### config.mk
export PLATFORM = sky130hd
export DESIGN_NAME = up_drp_bridge
export DESIGN_NICKNAME = d
export VERILOG_FILES = /design/src/rtl/up_drp_pkg.sv /design/src/rtl/ad_sync_bit.sv /design/src/rtl/up_drp_bridge.sv
export SDC_FILE = /design/constraint.sdc
export NUM_CORES = 1
export LEC_CHECK = 0
export ABC_AREA = 1
export BUFFER_PORTS_ARGS = -buffer_cell sky130_fd_sc_hd__buf_2
export CORE_MARGIN = 2
export CORE_UTILIZATION = 44
export DETAILED_ROUTE_END_ITERATION = 8
export PLACE_DENSITY = 0.84
export SYNTH_ARGS = -nofsm -noshare
export SYNTH_HDL_FRONTEND = slang
export SYNTH_SLANG_ARGS = --single-unit
### constraint.sdc
create_clock -name up_clk -period 1.7 [get_ports up_clk]
set_clock_uncertainty 0.15 [all_clocks]
set_input_delay 0.255 -clock up_clk [delete_from_list [all_inputs] [get_ports up_clk]]
set_output_delay 0.255 -clock up_clk [all_outputs]
set_load 0.01 [all_outputs]
### src/rtl/up_drp_pkg.sv
// ============================================================================
// Module   : up_drp_pkg
// Brief    : Shared FSM encoding and defaults for the uP-to-DRP bridge.
// Revision : 1.0 - initial release
// ============================================================================
`default_nettype none

package up_drp_pkg;

    localparam int C_ST_WIDTH = 2;

    typedef logic [C_ST_WIDTH-1:0] drp_state_t;

    localparam drp_state_t C_ST_IDLE  = 2'd0;
    localparam drp_state_t C_ST_ISSUE = 2'd1;
    localparam drp_state_t C_ST_WAIT  = 2'd2;
    localparam drp_state_t C_ST_DONE  = 2'd3;

    localparam logic [31:0] C_TIMEOUT_DATA_DEFAULT = 32'hDEAD_DEAD;

endpackage

`default_nettype wire

### src/rtl/ad_sync_bit.sv
// ============================================================================
// Module   : ad_sync_bit
// Brief    : Two-flop synchronizer for a single asynchronous level.
// Revision : 1.0 - initial release
// ============================================================================
`default_nettype none

module ad_sync_bit (
    input  logic clk,
    input  logic rst_n,
    input  logic i_d,
    output logic o_q
);

    logic r_meta;
    logic r_sync;

    always_ff @(posedge clk or negedge rst_n) begin
        if (!rst_n) begin
            r_meta <= 1'b0;
            r_sync <= 1'b0;
        end else begin
            r_meta <= i_d;
            r_sync <= r_meta;
        end
    end

    assign o_q = r_sync;

endmodule

`default_nettype wire

### src/rtl/up_drp_bridge.sv
// ============================================================================
// Module   : up_drp_bridge
// Brief    : Single-outstanding uP register bus to DRP bridge with timeout.
// Revision : 1.0 - initial release
// ============================================================================
`default_nettype none

module up_drp_bridge
    import up_drp_pkg::*;
#(
    parameter int          DRP_ADDR_WIDTH = 7,
    parameter int          TIMEOUT_CYCLES = 255,
    parameter logic [31:0] TIMEOUT_DATA   = C_TIMEOUT_DATA_DEFAULT
) (
    input  logic                      up_clk,
    input  logic                      up_rstn,
    input  logic                      up_drp_sel,
    input  logic                      up_drp_wr,
    input  logic [11:0]               up_drp_addr,
    input  logic [31:0]               up_drp_wdata,
    output logic [31:0]               up_drp_rdata,
    output logic                      up_drp_ready,
    output logic                      up_drp_locked,
    output logic                      drp_en,
    output logic                      drp_we,
    output logic [DRP_ADDR_WIDTH-1:0] drp_addr,
    output logic [15:0]               drp_di,
    input  logic [15:0]               drp_do,
    input  logic                      drp_rdy,
    input  logic                      mmcm_locked,
    output logic                      up_drp_busy,
    output logic                      up_drp_timeout
);

    localparam logic [15:0] c_TMO_LAST = 16'(TIMEOUT_CYCLES - 1);
    localparam logic [15:0] c_CNT_MAX  = 16'hFFFF;

    drp_state_t r_state;
    drp_state_t w_state_nxt;

    logic [15:0]               r_cnt;
    logic                      r_drp_en;
    logic                      r_drp_we;
    logic [DRP_ADDR_WIDTH-1:0] r_drp_addr;
    logic [15:0]               r_drp_di;
    logic [31:0]               r_rdata;
    logic                      r_ready;
    logic                      r_busy;
    logic                      r_timeout;

    logic                      w_accept;
    logic                      w_tmo;
    logic                      w_rdy;
    logic                      w_en_nxt;
    logic                      w_we_nxt;
    logic                      w_ready_nxt;
    logic                      w_busy_nxt;
    logic                      w_timeout_nxt;
    logic [31:0]               w_rdata_nxt;
    logic                      w_unused;

    assign w_accept = (r_state == C_ST_IDLE) && up_drp_sel;
    assign w_rdy    = (r_state == C_ST_WAIT) && drp_rdy;
    assign w_tmo    = (r_state == C_ST_WAIT) && (r_cnt >= c_TMO_LAST);

    // Address/data bits beyond the primitive width are intentionally dropped.
    assign w_unused = ^{up_drp_addr, up_drp_wdata[31:16]};

    // State and all registered outputs
    always_ff @(posedge up_clk or negedge up_rstn) begin
        if (!up_rstn) begin
            r_state    <= C_ST_IDLE;
            r_cnt      <= 16'd0;
            r_drp_en   <= 1'b0;
            r_drp_we   <= 1'b0;
            r_drp_addr <= '0;
            r_drp_di   <= 16'd0;
            r_rdata    <= 32'd0;
            r_ready    <= 1'b0;
            r_busy     <= 1'b0;
            r_timeout  <= 1'b0;
        end else begin
            r_state   <= w_state_nxt;
            r_drp_en  <= w_en_nxt;
            r_drp_we  <= w_we_nxt;
            r_rdata   <= w_rdata_nxt;
            r_ready   <= w_ready_nxt;
            r_busy    <= w_busy_nxt;
            r_timeout <= w_timeout_nxt;
            if (w_accept) begin
                r_drp_addr <= up_drp_addr[DRP_ADDR_WIDTH-1:0];
                r_drp_di   <= up_drp_wdata[15:0];
            end
            if (r_state == C_ST_ISSUE) begin
                r_cnt <= 16'd0;
            end else if ((r_state == C_ST_WAIT) && (r_cnt != c_CNT_MAX)) begin
                r_cnt <= r_cnt + 16'd1;
            end
        end
    end

    always_comb begin
        w_state_nxt = r_state;
        case (r_state)
            C_ST_IDLE:  if (up_drp_sel) w_state_nxt = C_ST_ISSUE;
            C_ST_ISSUE: w_state_nxt = C_ST_WAIT;
            C_ST_WAIT:  if (drp_rdy || w_tmo) w_state_nxt = C_ST_DONE;
            C_ST_DONE:  w_state_nxt = C_ST_IDLE;
            default:    w_state_nxt = C_ST_IDLE;
        endcase
    end

    // Next values for the output registers; a ready response beats a timeout.
    always_comb begin
        w_en_nxt      = w_accept;
        w_we_nxt      = w_accept && up_drp_wr;
        w_ready_nxt   = w_rdy || w_tmo;
        w_busy_nxt    = (w_state_nxt != C_ST_IDLE);
        w_rdata_nxt   = r_rdata;
        w_timeout_nxt = r_timeout;
        if (w_accept) begin
            w_timeout_nxt = 1'b0;
        end
        if (w_rdy) begin
            w_rdata_nxt = {16'd0, drp_do};
        end else if (w_tmo) begin
            w_rdata_nxt   = TIMEOUT_DATA;
            w_timeout_nxt = 1'b1;
        end
    end

    ad_sync_bit u_lock_sync (
        .clk   (up_clk),
        .rst_n (up_rstn),
        .i_d   (mmcm_locked),
        .o_q   (up_drp_locked)
    );

    assign drp_en         = r_drp_en;
    assign drp_we         = r_drp_we;
    assign drp_addr       = r_drp_addr;
    assign drp_di         = r_drp_di;
    assign up_drp_rdata   = r_rdata;
    assign up_drp_ready   = r_ready;
    assign up_drp_busy    = r_busy;
    assign up_drp_timeout = r_timeout;

endmodule

`default_nettype wire

==> reports/results.txt <==
I/O pins: 127
vias in the first global route: 2879
# rows: 30
post-synth top area share: 0.517
Post-route DRC: 0
largest net degree at the start of global routing: 66
worst ir drop on vdd: 819 uV
first-pass GRT wire length: 13.0 mm
antenna violations before repair: 0
Compound-Gate Fraction of Synth Area: 0.0179
most common cell after layout, fill and taps aside: nand2_1
Pre-Repair DR Iteration Count: 5
crit share post-route: 1.02
drt wl/cell: 13.7 um
Via density: 5.00
CTS tree: yes
GRT Residual Overflow: 0
Inserted Clock Buffers: 9
detailed-route wire length: 8.67 mm
Clk Latency, worst-skew pair: 340 ps
vias: 3157
chip height: 88.6 um
min-delay worst type: input port to register
CTS HTree Levels: 3
failing checks: negative setup slack
CTS clk-pin slew, worst paths: 80 ps
maxcap violations: 0
layout cells sized above 1: 0.326
Worst setup EP type: register
Die X: 88.6 um
Post-DP Area: 3770 um^2
CP Data Arrival Time: 1800 ps
setup violators final: 1
global-route usage over all layers: 0.215
DIE AREA: 7840 um^2
synth-to-layout area growth: 40.2%
CTS sink cnt: 65
CTS root buffer: clkbuf_8
largest family of logic cells by synthesized area: simple AND/OR/NAND/NOR gates
core footprint: 6870 um^2
# fillers: 523
Setup WS post-layout: -29.1 ps
Post-DP HPWL: 5.04 mm
setup TNS: -29.1 ps
Post-Synth Adder-Cell Area: 0.0239
Initial DRC Count: 262
Mean Syn Cell Area: 8.15 um^2
Longest Clk Path Bufs: 2
area taken by flip-flops and latches: 1630 um^2
nets: 603
CP max FO: 7
final hold vios: 0
f_max: 0.578 GHz
status: complete, but fails checks
Slew Viols, Final: 0
register area share after synthesis: 0.517
post-synthesis simple-gate area fraction: 0.345
Port-buffer cells: 100
commonest non-fill, non-tap cells in the layout: 162 x nand2_1, 100 x buf_2, 65 x dfrtp_1
GPL Wtd Cong: 0.924
Required @ worst endpoint: 1770 ps
synth top area cells: dfrtp_1 52%, nand2_1 20%, nand3_1 4.0%
post-synth cell types: 26
Post-DRT Antenna Nets: 0
XOR/XNOR Fraction of Synth Area: 0.0167
Yosys reg bits: 65
area of the multi-input gates: 1350 um^2
Synth area leader: dfrtp_1
Post-Syn Area: 3150 um^2
PwrDens: 1440 nW/um^2
yosys warns: 0
mux cell area share after synthesis: 0
crit path kind: register to register
post-layout instance area: 4410 um^2
Synth Instances: 386
final critical-path required period: 1730 ps
flop-to-flop setup slack: -30 ps
n_diodes: 0
Leak: 2.38 nW
Initial Utilization: 0.458
startpoint types: register
[layout make-up]
type | count | area share
tap | 96 | 0.0272
sequential | 65 | 0.369
multi-input combinational | 280 | 0.305
inverter | 20 | 0.0182
timing repair inverter | 1 | 0.00142
timing repair buffer | 154 | 0.233
clock buffer | 10 | 0.0312
clock inverter | 6 | 0.0148
[stage by stage]
stage	std cells	util	hold slack, ps	worst slack [ps]	total power [mW]
finish	632	0.642	31.8	-29.1	6.35
global route	632	0.642	53.1	-78.1	6.78
CTS	625	0.626	19.1	1.91	6.22
detailed placement	576	0.548	152	-190	4.80
global placement	576	0.548	151	-141	4.68
floorplan	390	-	-191	30.9	3.81
[registers in the layout (all words and copies together) (netlist names)]
register	count
up_drp_timeout	1
u_lock_sync.o_q	1
drp_di	16
up_drp_ready	1
drp_en	1
drp_we	1
up_drp_rdata	17
r_cnt	16
drp_addr	7
r_state	2
up_drp_busy	1
u_lock_sync.r_meta	1
[layer usage]
metal | track usage | vias up | wire (um)
li1 | - | 1483 | -
met1 | 0.249 | 1465 | 3330
met2 | 0.375 | 169 | 4390
met3 | 0.0485 | 40 | 580
met4 | 0.103 | 0 | 363
met5 | 0 | - | 0
[worst max-delay path, cell delays in order (launching register included)]
cell,delay (ps)
dfrtp_1,430
ha_2,200
inv_2,70
nor2_4,40
nand2_2,80
nor2_4,50
o21ai_4,270
clkinv_4,150
nand2_1,110
nand2_1,70
[synthesized netlist by cell type]
master      n
o21ai_0     4
conb_1      1
nand2_2     3
ha_1        6
nand3b_1    1
buf_1       1
inv_1      17
dfrtp_1    65
buf_6       2
o21ai_1     3
buf_2       2
a21oi_1     1
xor2_1      4
or2_2       9
o21ai_4     1
nand3_1    25
inv_2       3
nor2_4      3
nor2_1     29
nand2_4     1
or2_1       2
buf_4      15
nand2_1   166
nand4_1    14
clkbuf_1    6
xnor2_1     2
[path summary, 6_finish.rpt]
check                                             start                      endpoint  depth (start not counted)
max                                r_cnt[0]$_DFFE_PN0P_         r_cnt[10]$_DFFE_PN0P_                          9
min                                          drp_do[11]  up_drp_rdata[11]$_DFFE_PN0P_                          4
max reg2reg                        r_cnt[0]$_DFFE_PN0P_         r_cnt[10]$_DFFE_PN0P_                          9
min reg2reg                u_lock_sync.r_meta$_DFF_PN0_     u_lock_sync.o_q$_DFF_PN0_                          0
max in group asynchronous                       up_rstn        drp_di[11]$_DFFE_PN0P_                          3
min in group asynchronous                       up_rstn  up_drp_rdata[11]$_DFFE_PN0P_                          3
[repair_timing]
action,CTS,global route
hold buffers,31,0
hold endpoints to repair,95,0
resized for setup,2,21
setup buffers,2,6
endpoints found under the setup margin,22,33
gates cloned,0,2
pin swaps,1,6
[report_power, final]
| group | switching [mW] | total [mW] | leakage [nW] | internal [mW] |
|---|---|---|---|---|
| Sequential | 0.314 | 2.40 | 0.821 | 2.09 |
| Combinational | 1.56 | 2.62 | 1.45 | 1.05 |
| Clock | 0.608 | 1.33 | 0.103 | 0.719 |
[logic make-up after synthesis]
logic type | count (synthesis)
AOI/OAI and AO/OA | 9
xor gates and xnor gates | 6
adders and majority gates | 6
buffers and inverters | 46
DFF | 65
other | 1
and+or+nand+nor | 253
(Power assumes the default switching activity.)
